**src/rtl/mcht_rx_dec.sv**
```systemverilog
// Manchester receive decoder: oversamples the line, locks bit timing to the
// mandatory mid-bit transitions and emits each decoded byte with a valid strobe.
module mcht_rx_dec #(
   parameter int SPB = 16,
   parameter int DW  = 8
) (
   input  logic          clk,
   input  logic          rst,
   input  logic          en,
   input  logic          rxd,
   output logic [DW-1:0] dout,
   output logic          dout_vld,
   output logic          err,
   output logic          busy
);

   localparam int CW = $clog2(SPB);
   localparam int IW = $clog2(DW);
   localparam int LW = $clog2(SPB + 1);

   localparam logic [CW-1:0] C_S1  = CW'(SPB / 4);
   localparam logic [CW-1:0] C_S2  = CW'(3 * SPB / 4);
   localparam logic [CW-1:0] C_RS  = CW'(SPB / 2 + 1);
   localparam logic [CW-1:0] C_MAX = CW'(SPB - 1);
   localparam logic [LW-1:0] L_MAX = LW'(SPB);

   typedef enum logic [1:0] {IDLE, DATA, STOP} state_t;

   state_t         state, state_nx;
   logic           rx_m, rs, rs_d;
   logic           rise, edge_det;
   logic [CW-1:0]  cnt;
   logic [IW-1:0]  bit_idx;
   logic [LW-1:0]  lo_cnt;
   logic           in_start;
   logic           h1;
   logic [DW-2:0]  sreg;
   logic           armed, s1_pt, s2_pt;
   logic           start, viol, last;

   assign rise     = rs & ~rs_d;
   assign edge_det = rs ^ rs_d;
   // Line must have been low for a full bit time before a start edge counts;
   // this also keeps the tail of a frame cut by reset/enable from re-triggering.
   assign armed    = (lo_cnt == L_MAX);
   assign s1_pt    = (cnt == C_S1) && !in_start;
   assign s2_pt    = (cnt == C_S2) && !in_start;
   assign busy     = (state != IDLE);

   always_ff @(posedge clk) begin
      if (rst) begin
         rx_m <= 1'b0;
         rs   <= 1'b0;
         rs_d <= 1'b0;
      end else begin
         rx_m <= rxd;
         rs   <= rx_m;
         rs_d <= rs;
      end
   end

   always_ff @(posedge clk) begin
      if (rst || !en) state <= IDLE;
      else            state <= state_nx;
   end

   always_comb begin
      state_nx = state;
      start    = 1'b0;
      viol     = 1'b0;
      last     = 1'b0;
      case (state)
         IDLE: begin
            if (rise && armed) begin
               state_nx = DATA;
               start    = 1'b1;
            end
         end
         DATA: begin
            if (s2_pt) begin
               if (rs == h1) begin
                  viol     = 1'b1;
                  state_nx = STOP;
               end else if (bit_idx == IW'(DW - 1)) begin
                  last     = 1'b1;
                  state_nx = STOP;
               end
            end
         end
         STOP: begin
            if (armed) state_nx = IDLE;
         end
         default: state_nx = IDLE;
      endcase
      if (!en) begin
         state_nx = IDLE;
         start    = 1'b0;
         viol     = 1'b0;
         last     = 1'b0;
      end
   end

   always_ff @(posedge clk) begin
      if (rst) begin
         cnt      <= '0;
         bit_idx  <= '0;
         lo_cnt   <= '0;
         in_start <= 1'b0;
         h1       <= 1'b0;
         sreg     <= '0;
         dout     <= '0;
         dout_vld <= 1'b0;
         err      <= 1'b0;
      end else if (!en) begin
         cnt      <= '0;
         bit_idx  <= '0;
         lo_cnt   <= '0;
         in_start <= 1'b0;
         dout_vld <= 1'b0;
         err      <= 1'b0;
      end else begin
         dout_vld <= last;
         err      <= viol;

         if (rs)                  lo_cnt <= '0;
         else if (lo_cnt != L_MAX) lo_cnt <= lo_cnt + LW'(1);

         if (start) begin
            cnt      <= C_RS;
            bit_idx  <= '0;
            in_start <= 1'b1;
         end else if (state == DATA) begin
            // Mid-bit edges re-centre the phase; boundary edges fall outside the window.
            if (edge_det && (cnt > C_S1) && (cnt < C_S2)) begin
               cnt <= C_RS;
            end else if (cnt == C_MAX) begin
               cnt      <= '0;
               in_start <= 1'b0;
            end else begin
               cnt <= cnt + CW'(1);
            end
            if (s1_pt) h1 <= rs;
            if (s2_pt && (rs != h1)) begin
               sreg    <= {rs, sreg[DW-2:1]};
               bit_idx <= bit_idx + IW'(1);
            end
            if (last) dout <= {rs, sreg};
         end else begin
            cnt <= '0;
         end
      end
   end

endmodule

```
**config.mk**
```make
export PLATFORM = sky130hd
export DESIGN_NAME = mcht_rx_dec
export DESIGN_NICKNAME = d
export VERILOG_FILES = /design/src/rtl/mcht_rx_dec.sv
export SDC_FILE = /design/constraint.sdc
export NUM_CORES = 1
export LEC_CHECK = 0
export CORE_MARGIN = 2
export CORE_UTILIZATION = 30
export DETAILED_ROUTE_END_ITERATION = 12
export PLACE_DENSITY_LB_ADDON = 0.15
export REMOVE_ABC_BUFFERS = 1
export SLEW_MARGIN = 10
export SYNTH_ARGS = -nofsm -noshare
export SYNTH_HDL_FRONTEND = slang
export SYNTH_SLANG_ARGS = --single-unit
```
**constraint.sdc**
```tcl
create_clock -name clk -period 4.39 [get_ports clk]
set_clock_uncertainty 0.05 [all_clocks]
set_input_delay 0.6585 -clock clk [delete_from_list [all_inputs] [get_ports clk]]
set_output_delay 0.6585 -clock clk [all_outputs]
set_load 0.005 [all_outputs]
```
## Yosys cells after proc, flatten, opt, wreduce, memory -nomap -nowiden

Index checks and enable logic that the tools add are counted.

- Add/sub/neg operators: 3
- Bitwise gates (word level): 7
- Order comparisons: 2
- Reduce and logical (&&, ||, !) cells: 25
- Mux-type cells: 23
- Equal/unequal tests: 15

Operators by type and width:

| cell | count |
|---|---|
| 4-bit 2-to-1 mux | 4 |
| 4-bit AND reduction | 4 |
| 1-bit 2-to-1 mux | 13 |
| 2-bit 2-to-1 mux | 5 |
| 4-bit equality test (second input constant) | 2 |
| 2-bit inequality test (second input constant) | 4 |
| 1-bit logical AND | 6 |
| 2-bit one-hot mux with 3 select lines | 1 |
| 2-bit nonzero test | 3 |
| 3-bit OR reduction | 2 |
| 6-bit OR reduction | 1 |
| 5-bit by 1-bit adder with 5-bit output (second input constant) | 1 |
| 5-bit equality test (second input constant) | 1 |
| 5-bit inequality test (second input constant) | 1 |
| 1-bit inverter | 5 |
| 4-bit by 1-bit adder with 4-bit output (second input constant) | 1 |
| 4-bit by 3-bit equality test with 1-bit output (second input constant) | 1 |
| 4-bit by 3-bit > comparator with 1-bit output (second input constant) | 1 |
| 4-bit < comparator (second input constant) | 1 |
| 2-bit OR reduction | 2 |
| 4-bit OR reduction | 1 |
| 3-bit by 1-bit adder with 3-bit output (second input constant) | 1 |
| 3-bit equality test (second input constant) | 1 |
| 3-bit inequality test (second input constant) | 1 |
| 11 further kinds | 12 |

- Logic and storage cells: 89
- Register bits: 36
- Input port bits: 4
- Output and inout port bits: 11

## Depth between registers and ports, before layout

Gate-level depths: netlist (run 1).

- Depth in word-level cells: 8
- Gate-level depth with buffers: 7
- Mapped depth without buffers: 6

## Worst setup path after synthesis (run 1)

Ideal clock, no wire load.

- Path kind: register to register
- From: register cnt[0]
- To: register dout[1]
- Library setup time: 72 ps
- Path buffers: 1
- Clock period less this slack: 1688 ps
- Setup slack: 2702 ps
- Arrival: 1567 ps
- Cell stages (with the launch flop): 8
- Required time: 4268 ps
- Cells stage by stage: dfxtp_1 > inv_1 > ha_1 > nand4b_1 > nor3_4 > and4_1 > buf_6 > mux2i_1

- Word-level cells in the longest chain between the ends: 6

Ends and longest elaborated chain:

| what | RTL line | RTL |
|---|---|---|
| from (decl) | 32 | `logic [CW-1:0] cnt;` |
| from (signal assigned) | 140 | `cnt <= cnt + CW'(1);` |
| 4-bit equality test | 47 | `assign s2_pt = (cnt == C_S2) && !in_start;` |
| 1-bit logical AND | 47 |  |
| 1-bit 2-to-1 mux | 80 | `if (s2_pt) begin` |
| 1-bit 2-to-1 mux | 72 | `case (state)` |
| 1-bit 2-to-1 mux | 95 | `if (!en) begin` |
| 4-bit AND reduction (no line) | n/a |  |
| to (signal assigned) | 147 | `if (last) dout <= {rs, sreg};` |
| to (decl) | 11 | `output logic [DW-1:0] dout,` |

Every way passes these cells.
A chain may end at the register's enable or synchronous reset.

## Final worst setup path (run 1)

- From: input rst
- To: register lo_cnt[2]

- Word-level cells in the longest chain between the ends: 1

Ends and longest elaborated chain:

| what | RTL line | RTL |
|---|---|---|
| from (decl) | 8 | `input logic rst,` |
| 3-bit OR reduction (no line) | n/a |  |
| to (signal assigned) | 126 | `else if (lo_cnt != L_MAX) lo_cnt <= lo_cnt + LW'(1);` |
| to (decl) | 34 | `logic [LW-1:0] lo_cnt;` |

Every way passes these cells.

==> results of run 1 <==
-- cell usage in the layout (no fill, tap or decap), types with 2 or more instances in the layout --
cell type,netlist,final
nand2b_1,18,18
nor2_1,8,8
o22ai_1,2,2
o21ai_0,4,4
clkdlybuf4s50_1,0,14
nand3b_1,2,2
dfxtp_1,36,36
nor3_1,6,6
a31oi_1,2,2
nand2_1,4,4
clkbuf_8,0,6
xor2_1,2,2
nand4b_1,2,2
xnor2_1,5,5
ha_1,7,7
nand3_2,2,2
a21oi_1,7,7
nor2b_1,4,4
inv_1,8,8
mux2i_1,17,17
nand3_1,3,3
-- report_power, final --
part / internal [mW] / total (mW) / leakage [nW] / switching, mW
Clock: 0.128 / 0.244 / 0.0445 / 0.116
Sequential: 0.328 / 0.330 / 0.291 / 0.00172
Combinational: 0.00854 / 0.0178 / 0.380 / 0.00930
-- critical path, stage by stage --
cell	delay (ns)
clkdlybuf4s50_1	0.71
nand2b_1	0.44
or3_2	0.53
nor2_1	0.11
-- logic make-up after synthesis --
group,Yosys count,share of synthesized area (%)
mux,17,10.8
compound gates,16,5.56
simple gates,60,24.7
xor+xnor,7,3.90
buf+inv,13,3.66
flops,36,45.8
fa+ha+maj,7,5.56
-- flip-flops by register name, indices dropped and copies added, names as in the netlist, 2 cells and up --
signal	flops
cnt	4
bit_idx	3
lo_cnt	5
sreg	7
dout	8
state	2
-- stage by stage --
stage	area [µm²]	setup slack, ns	hold slack (ns)
after floorplan	1550	2.68	0.364
after global placement	1770	1.88	0.391
after detailed placement	1770	1.83	0.394
after CTS	1870	2.12	0.412
after global routing	1870	1.97	0.427
final	1870	2.12	0.411
-- area by class of cell --
type                            instances  area share, %
Tap cell                               70           4.69
Clock buffer                            7           4.62
Multi-Input combinational cell        107           42.6
Clock inverter                          1          0.402
Timing Repair Buffer                   14           7.50
Inverter                                8           1.61
Sequential cell                        36           38.6
-- cells in the mapped netlist, types with 2 or more instances --
cell | n | area, µm²
nor2b_1 | 4 | 25.0
nand3b_1 | 2 | 15.0
dfxtp_1 | 36 | 721
o21ai_0 | 4 | 20.0
nor2_1 | 8 | 30.0
a21oi_1 | 7 | 35.0
xor2_1 | 2 | 17.5
inv_1 | 8 | 30.0
nand2_1 | 4 | 15.0
ha_1 | 7 | 87.6
clkbuf_1 | 3 | 11.3
nand3_1 | 3 | 15.0
nand4b_1 | 2 | 17.5
a31oi_1 | 2 | 12.5
nor3_1 | 6 | 30.0
nand3_2 | 2 | 20.0
nand2b_1 | 18 | 113
mux2i_1 | 17 | 170
xnor2_1 | 5 | 43.8
o22ai_1 | 2 | 12.5
-- routing by layer --
metal | track usage (%) | up-vias
met2 | 18.2 | 16
met1 | 12.8 | 524
met4 | 5.64 | 0
met5 | 0 | -
li1 | - | 569
met3 | 3.79 | 10
-- how the worst max path moves through the flow --
stage                     startpoint        end  slack [ns]  depth (start not counted)
after floorplan               cnt[0]    dout[1]        2.68                          6
after global placement           rst  lo_cnt[3]        1.88                          4
after detailed placement         rst  lo_cnt[2]        1.83                          4
after CTS                        rst  lo_cnt[2]        2.12                          4
after global routing             rst  lo_cnt[2]        1.97                          4
final                            rst  lo_cnt[2]        2.12                          4
==> metrics.txt, run 1 <==
outcome finished clean; worst-margin pin slew 0.578 ns; met2 routed wirelength 1480 µm; fin cells 243; fill cell count 541; Setup CP Type input port to flip-flop; r2r worst-path depth 6; antenna violations before repair 0; DR DRC count 0; Met1 Wirelength 1460 µm; PD cells 317 nW/µm²; Lkg Pwr 0.715 nW; Clock transition at path regs 0.07 ns; Mean Syn Cell Area 10.1 µm²; Pins Over Slew Limit 0; share of post-route cells with drive strength above 1 8.67%; Hold/Removal Path Class flip-flop to flip-flop; final core utilization 36.8%; RSZ-0062 raised after global routing false; DRT antenna net count 0; highest metal used met4; hold depth 1; FF+latch area 721 µm²; Ports 15; number of I/O port buffers 14; GRT Total Usage 11.1%; grt ovf 0; detailed-placement wirelength estimate 2220 µm; FF-to-FF End dout[3]; post-route minimum period 2.27 ns; CTS Buf Count 5; worst-path maximum fanout 21; Synth Cell Area 1570 µm²; DR pass1 iterations 4; Ys Warns 0; register area share after synthesis 45.8%; wire length on met3 108 µm; end of the worst hold path rs; VDD IR-drop max 0.120 mV; root buf cell clkbuf_8; GPL Wtd Cong 0.813; clock buffer depth 2; initial core utilization 31.0%; Setup Buffers After CTS 0; CTS resizes 0; Worst EP arrival 2.45 ns; first-pass GRT wire length 5120 µm; placed insts 235; TNS Setup 0 ns; largest net degree at the start of global routing 22; Yosys reg bits 36; Hold-fix buffers, CTS 0; Worst EP required 4.57 ns; max-cap check violation count 0; Die Width 76.4 µm; Primary FF master, synth dfxtp_1; WL/cell 12.9 µm; ant diodes 0; P&R area growth vs syn 18.7%; startpoint type of the worst setup path input port; chip height 76.4 µm; number of failing hold endpoints at the final stage 0; CTS tree built; vias in the first global route 1119; routed vias 1119; asr flop ratio synth 0%; CTS sink count 36; Mapped Cells 156; row cnt 26; Finish-stage setup viols 0; post-synthesis cell type count 34; Placeable Area 5070 µm²; number of flops mapped to enable cells by yosys 0; DRT Wirelength 3130 µm; slew margin rel. 61.3%; DR vias/cell 4.60; worst reg2reg startpoint cnt[0]; nets@finish 183; reg2reg setup slack 2.37 ns; clk_lat worst skew 0.29 ns; Setup crit end kind flip-flop; Multi-input gate area 796 µm²; Tcrit/Tclk final 51.7%; Worst Hold Launch rx_m; Max Clock Freq 0.440 GHz; H-tree level count 2; Final Total Pwr 0.592 mW; Die ar. 5840 µm²; DRC marker count from the first detailed-route iteration 42
Power figures use the tool's default switching activity.
==> run 2, diff against run 1 <==
- clock period: 4.39 -> 2.3 ns (I/O delays scaled with it)
==> metrics.txt, run 2 (same netlist as run 1, synthesis figures left out) <==
hold depth 1 (unchanged); Die ar. 5840 µm² (unchanged); row cnt 26 (unchanged); clk_lat worst skew 0.28 ns (about the same); DRT Wirelength 3080 µm (-1.6%); DR DRC count 0 (unchanged); sequential power share 52.2% (-3.6 points); Max Clock Freq 0.516 GHz; slew margin rel. 74.2% (+13 points); Multi-input gate area 796 µm² (unchanged); PD cells 632 nW/µm² (+100%); DR vias/cell 4.58 (-0.51%); TNS Setup 0 ns (unchanged); chip height 76.4 µm (unchanged); P_int 0.967 mW (+110%); number of I/O port buffers 14 (unchanged); outcome finished clean; GRT Total Usage 11.5% (+0.38 points); Die Width 76.4 µm (unchanged); H-tree level count 2 (unchanged); CTS tree built; max reg flops 8 (unchanged); Clock transition at path regs 0.07 ns (about the same); biggest regs dout x8, sreg x7, lo_cnt x5; final core utilization 37.5% (+0.71 points); worst-path maximum fanout 7 (-67%); switching pwr 0.237 mW (+86%); grt ovf 0 (unchanged); DRT antenna net count 0 (unchanged); Tcrit/Tclk final 84.3%; reg2reg setup slack 0.36 ns (-2.01 ns); detailed-placement wirelength estimate 2360 µm (+6.5%); GPL Wtd Cong 0.775 (-4.6%); Finish-stage setup viols 0 (unchanged); Hold-fix buffers, CTS 0 (unchanged); largest net degree at the start of global routing 19 (-14%); Clock power frac 44.6% (+3.4 points); worst-margin pin slew 0.386 ns (-0.192 ns); Ports 15 (unchanged); VDD IR-drop max 0.289 mV (+140%); nets@finish 186 (+1.6%); Pins Over Slew Limit 0 (unchanged); routed vias 1127 (+0.71%); Setup Buffers After CTS 0 (unchanged); CTS Buf Count 5 (unchanged); vias in the first global route 1143 (+2.1%); RSZ-0062 raised after global routing false; worst reg2reg startpoint cnt[0]; clock buffer depth 2 (unchanged); startpoint type of the worst setup path flip-flop; ant diodes 0 (unchanged); CTS sink count 36 (unchanged); Lkg Pwr 0.740 nW (+3.5%); Worst EP arrival 2.10 ns (-0.35 ns); initial core utilization 31.0% (unchanged); max-cap check violation count 0 (unchanged); Switching Fraction 19.7% (-1.9 points); most frequent cells in the layout 36 x dfxtp_1, 18 x nand2b_1, 17 x mux2i_1; root buf cell clkbuf_8; Worst Hold Launch rx_m; antenna violations before repair 0 (unchanged); DRC marker count from the first detailed-route iteration 80 (+90%); most common cell after layout, fill and taps aside dfxtp_1; P&R area growth vs syn 21.0%; Worst EP required 2.46 ns (-2.11 ns); number of failing hold endpoints at the final stage 0 (unchanged); r2r worst-path depth 6 (unchanged); share of post-route cells with drive strength above 1 10.2% (+1.6 points); first-pass GRT wire length 5240 µm (+2.4%); FF+latch area 721 µm² (unchanged); WL/cell 12.5 µm (-2.8%); register name with the most flops dout; Comb pwr share 3.1% (about the same); Setup crit end kind flip-flop; post-route minimum period 1.94 ns; fill cell count 524 (-3.1%); DR pass1 iterations 4 (unchanged); Placeable Area 5070 µm² (unchanged); end of the worst hold path rs; Hold/Removal Path Class flip-flop to flip-flop; FF-to-FF End dout[3]; Setup CP Type flip-flop to flip-flop; CTS resizes 0 (unchanged)
==> run 2: per-stage QoR <==
step	hold slack, ns	std cells	total power [mW]	setup WS (ns)	cell area [µm²]
floorplan	0.364	151	0.663	0.590	1550
global placement	0.377	238	0.681	0.458	1800
detailed placement	0.387	238	0.682	0.374	1800
CTS	0.405	246	1.23	0.366	1900
global route	0.413	246	1.26	0.214	1900
finish	0.394	246	1.20	0.362	1900
==> run 2: layout make-up <==
type | instances | area share [%]
clock inverter | 2 | 1.84
inverter | 8 | 1.58
clock buffer | 6 | 3.81
sequential | 36 | 37.8
timing repair buffer | 17 | 8.54
multi-input combinational | 107 | 41.8
tap | 70 | 4.60
==> run 2: power groups by stage <==
stage          Combinational (mW)  Clock (mW)  Sequential [mW]
6_report                   0.0378       0.537            0.629
5_1_grt                    0.0419       0.588            0.629
4_1_cts                    0.0383       0.561            0.629
3_5_place_dp               0.0382           0            0.644
3_3_place_gp               0.0381           0            0.643
2_1_floorplan              0.0193           0            0.643
==> run 2: worst max-delay path, cell delays in order (launching register included) <==
cell      delay, ns
dfxtp_1        0.34
inv_1          0.08
ha_1           0.19
nand4b_1       0.22
nor3_4         0.37
and4_1         0.40
mux2i_1        0.22
==> run 2: worst max-delay path by stage <==
| stage | slack, ns | endpoint | startpoint |
|---|---|---|---|
| finish | 0.36 | dout[3] | cnt[0] |
| global route | 0.21 | dout[1] | cnt[0] |
| CTS | 0.37 | dout[4] | cnt[0] |
| detailed placement | 0.37 | dout[3] | cnt[0] |
| global placement | 0.46 | dout[1] | cnt[0] |
| floorplan | 0.59 | dout[1] | cnt[0] |
==> run 2: routing by layer <==
| layer | up-vias | GRT usage, % | part of all wire (%) |
|---|---|---|---|
| li1 | 577 | - | - |
| met1 | 528 | 12.8 | 45 |
| met2 | 16 | 19.9 | 49 |
| met3 | 6 | 3.55 | 3.3 |
| met4 | 0 | 5.45 | 2.0 |
| met5 | - | 0 | 0 |
==> run 3, diff against run 2 <==
- clock period: 2.3 -> 1.75 ns (I/O delays scaled with it)
==> metrics.txt, run 3 (same netlist as run 1, synthesis figures left out) <==
VDD IR-drop max 0.419 mV (+45%); Hold/Removal Path Class flip-flop to flip-flop; slew margin rel. 72.8% (-1.3 points); Clock transition at path regs 0.07 ns (about the same); max-cap check violation count 0 (unchanged); Setup CP Type flip-flop to primary output; busiest metal layer after global routing met2; CTS Buf Count 5 (unchanged); Worst EP arrival 1.33 ns (-0.77 ns); clk_lat worst skew 0.29 ns (about the same); CTS sink count 36 (unchanged); biggest regs dout x8, sreg x7, lo_cnt x5; Final WS setup 0.112 ns (-0.250 ns); RSZ-0062 raised after global routing false; Hold-fix buffers, CTS 0 (unchanged); clock buffer depth 2 (unchanged); DP Worst Slack -0.0349 ns (-0.408 ns); TNS Setup 0 ns (unchanged); register name with the most flops dout; DRC marker count from the first detailed-route iteration 61 (-24%); nets@finish 194 (+4.3%); worst-margin pin slew 0.404 ns (+0.0183 ns); routed vias 1170 (+3.8%); worst hold slack 0.400 ns (+0.00555 ns); root buf cell clkbuf_8; DRT Wirelength 3110 µm (+1.2%); vias in the first global route 1178 (+3.1%); P&R area growth vs syn 26.2%; Lkg Pwr 0.791 nW (+6.8%); number of failing hold endpoints at the final stage 0 (unchanged); DR DRC count 0 (unchanged); worst-path maximum fanout 5 (-2); WL/cell 12.3 µm (-2.0%); final core utilization 39.1% (+1.6 points); Die ar. 5840 µm² (unchanged); routing usage on met2 19.8% (-0.088 points); startpoint type of the worst setup path flip-flop; reg2reg setup slack 0.12 ns (-0.24 ns); Ports 15 (unchanged); max reg flops 8 (unchanged); ant diodes 0 (unchanged); row cnt 26 (unchanged); post-route minimum period 1.64 ns; Finish-stage setup viols 0 (unchanged); chip height 76.4 µm (unchanged); first-pass GRT wire length 5290 µm (+0.78%); CTS tree built; Crit-path slowest cell clkdlybuf4s50_1; cell-by-cell trace of the critical path nor2_1, inv_1, clkdlybuf4s50_1; Worst EP required 1.44 ns (-1.02 ns); PD cells 846 nW/µm² (+34%); number of I/O port buffers 14 (unchanged); met3 Usage GRT 3.32% (-0.24 points); Placeable Area 5070 µm² (unchanged); H-tree level count 2 (unchanged); DR vias/cell 4.61 (+0.55%); grt ovf 0 (unchanged); Pins Over Slew Limit 0 (unchanged); GPL Wtd Cong 0.823 (+6.2%); share of post-route cells with drive strength above 1 15.2% (+5.0 points); DR pass1 iterations 4 (unchanged); max incr delay on CP 0.49 ns (+0.09 ns); DRT antenna net count 0 (unchanged); initial core utilization 31.0% (unchanged); Max Clock Freq 0.610 GHz; GRT Total Usage 11.6% (+0.091 points); GRT met1 Usage 12.8% (+0.045 points); Die Width 76.4 µm (unchanged); largest net degree at the start of global routing 20 (+1); most common cell after layout, fill and taps aside dfxtp_1; detailed-placement wirelength estimate 2360 µm (about the same); antenna violations before repair 0 (unchanged); most frequent cells in the layout 36 x dfxtp_1, 18 x nand2b_1, 17 x mux2i_1; outcome finished clean; Setup crit end kind primary output; Tcrit/Tclk final 93.6%
==> run 3: cell count changes in the layout (fill, tap and decap cells not counted), sizes merged <==
cell / before / now
clkbuf: 6 / 7
clkinv: 1 / 0
buf: 3 / 11
==> run 3: layout make-up <==
class                      count  area, µm²
clock buffer                   7       96.3
clock inverter                 1       30.0
fill                         514       3090
inverter                       8       30.0
multi-input combinational    107        798
sequential                    36        721
tap                           70       87.6
timing repair buffer          25        223
==> run 3: final timing paths <==
path                                to      from  depth (start not counted)
worst min-delay path                rs      rx_m                          1
worst max-delay path              busy  state[1]                          3
worst min register to register      rs      rx_m                          1
worst max register to register  cnt[0]    cnt[1]                          6
==> run 3: stage by stage <==
| stage | total power [mW] | cell area (µm²) | instances |
|---|---|---|---|
| after CTS | 1.70 | 1980 | 254 |
| after detailed placement | 0.900 | 1850 | 245 |
| final | 1.68 | 1990 | 254 |
| after floorplan | 0.871 | 1550 | 151 |
| after global placement | 0.899 | 1850 | 245 |
| after global routing | 1.74 | 1990 | 254 |
==> run 3: routing by layer <==
metal / routed length [µm] / vias up
met5: 0 / -
met1: 1360 / 555
met3: 129 / 7
met4: 62 / 0
met2: 1570 / 20
li1: - / 588
==> run 3: critical path: cells and delay by family (launching register included) <==
family                 cells  cell delay [ns]
buffers and inverters      2             0.56
DFF                        1             0.39
and+or+nand+nor            1             0.09
==> run 3: power breakdown <==
part	internal, mW	total, mW	switching (mW)
sequential	0.824	0.827	0.00335
clock	0.503	0.800	0.298
combinational	0.0278	0.0535	0.0257
==> run 3: what timing repair did <==
action / CTS / global route
buffers inserted: 1 / 0
gates resized for setup: 1 / 1
cloned: 0 / 0
pin swaps: 1 / 1
endpoints found under the setup margin: 4 / 16
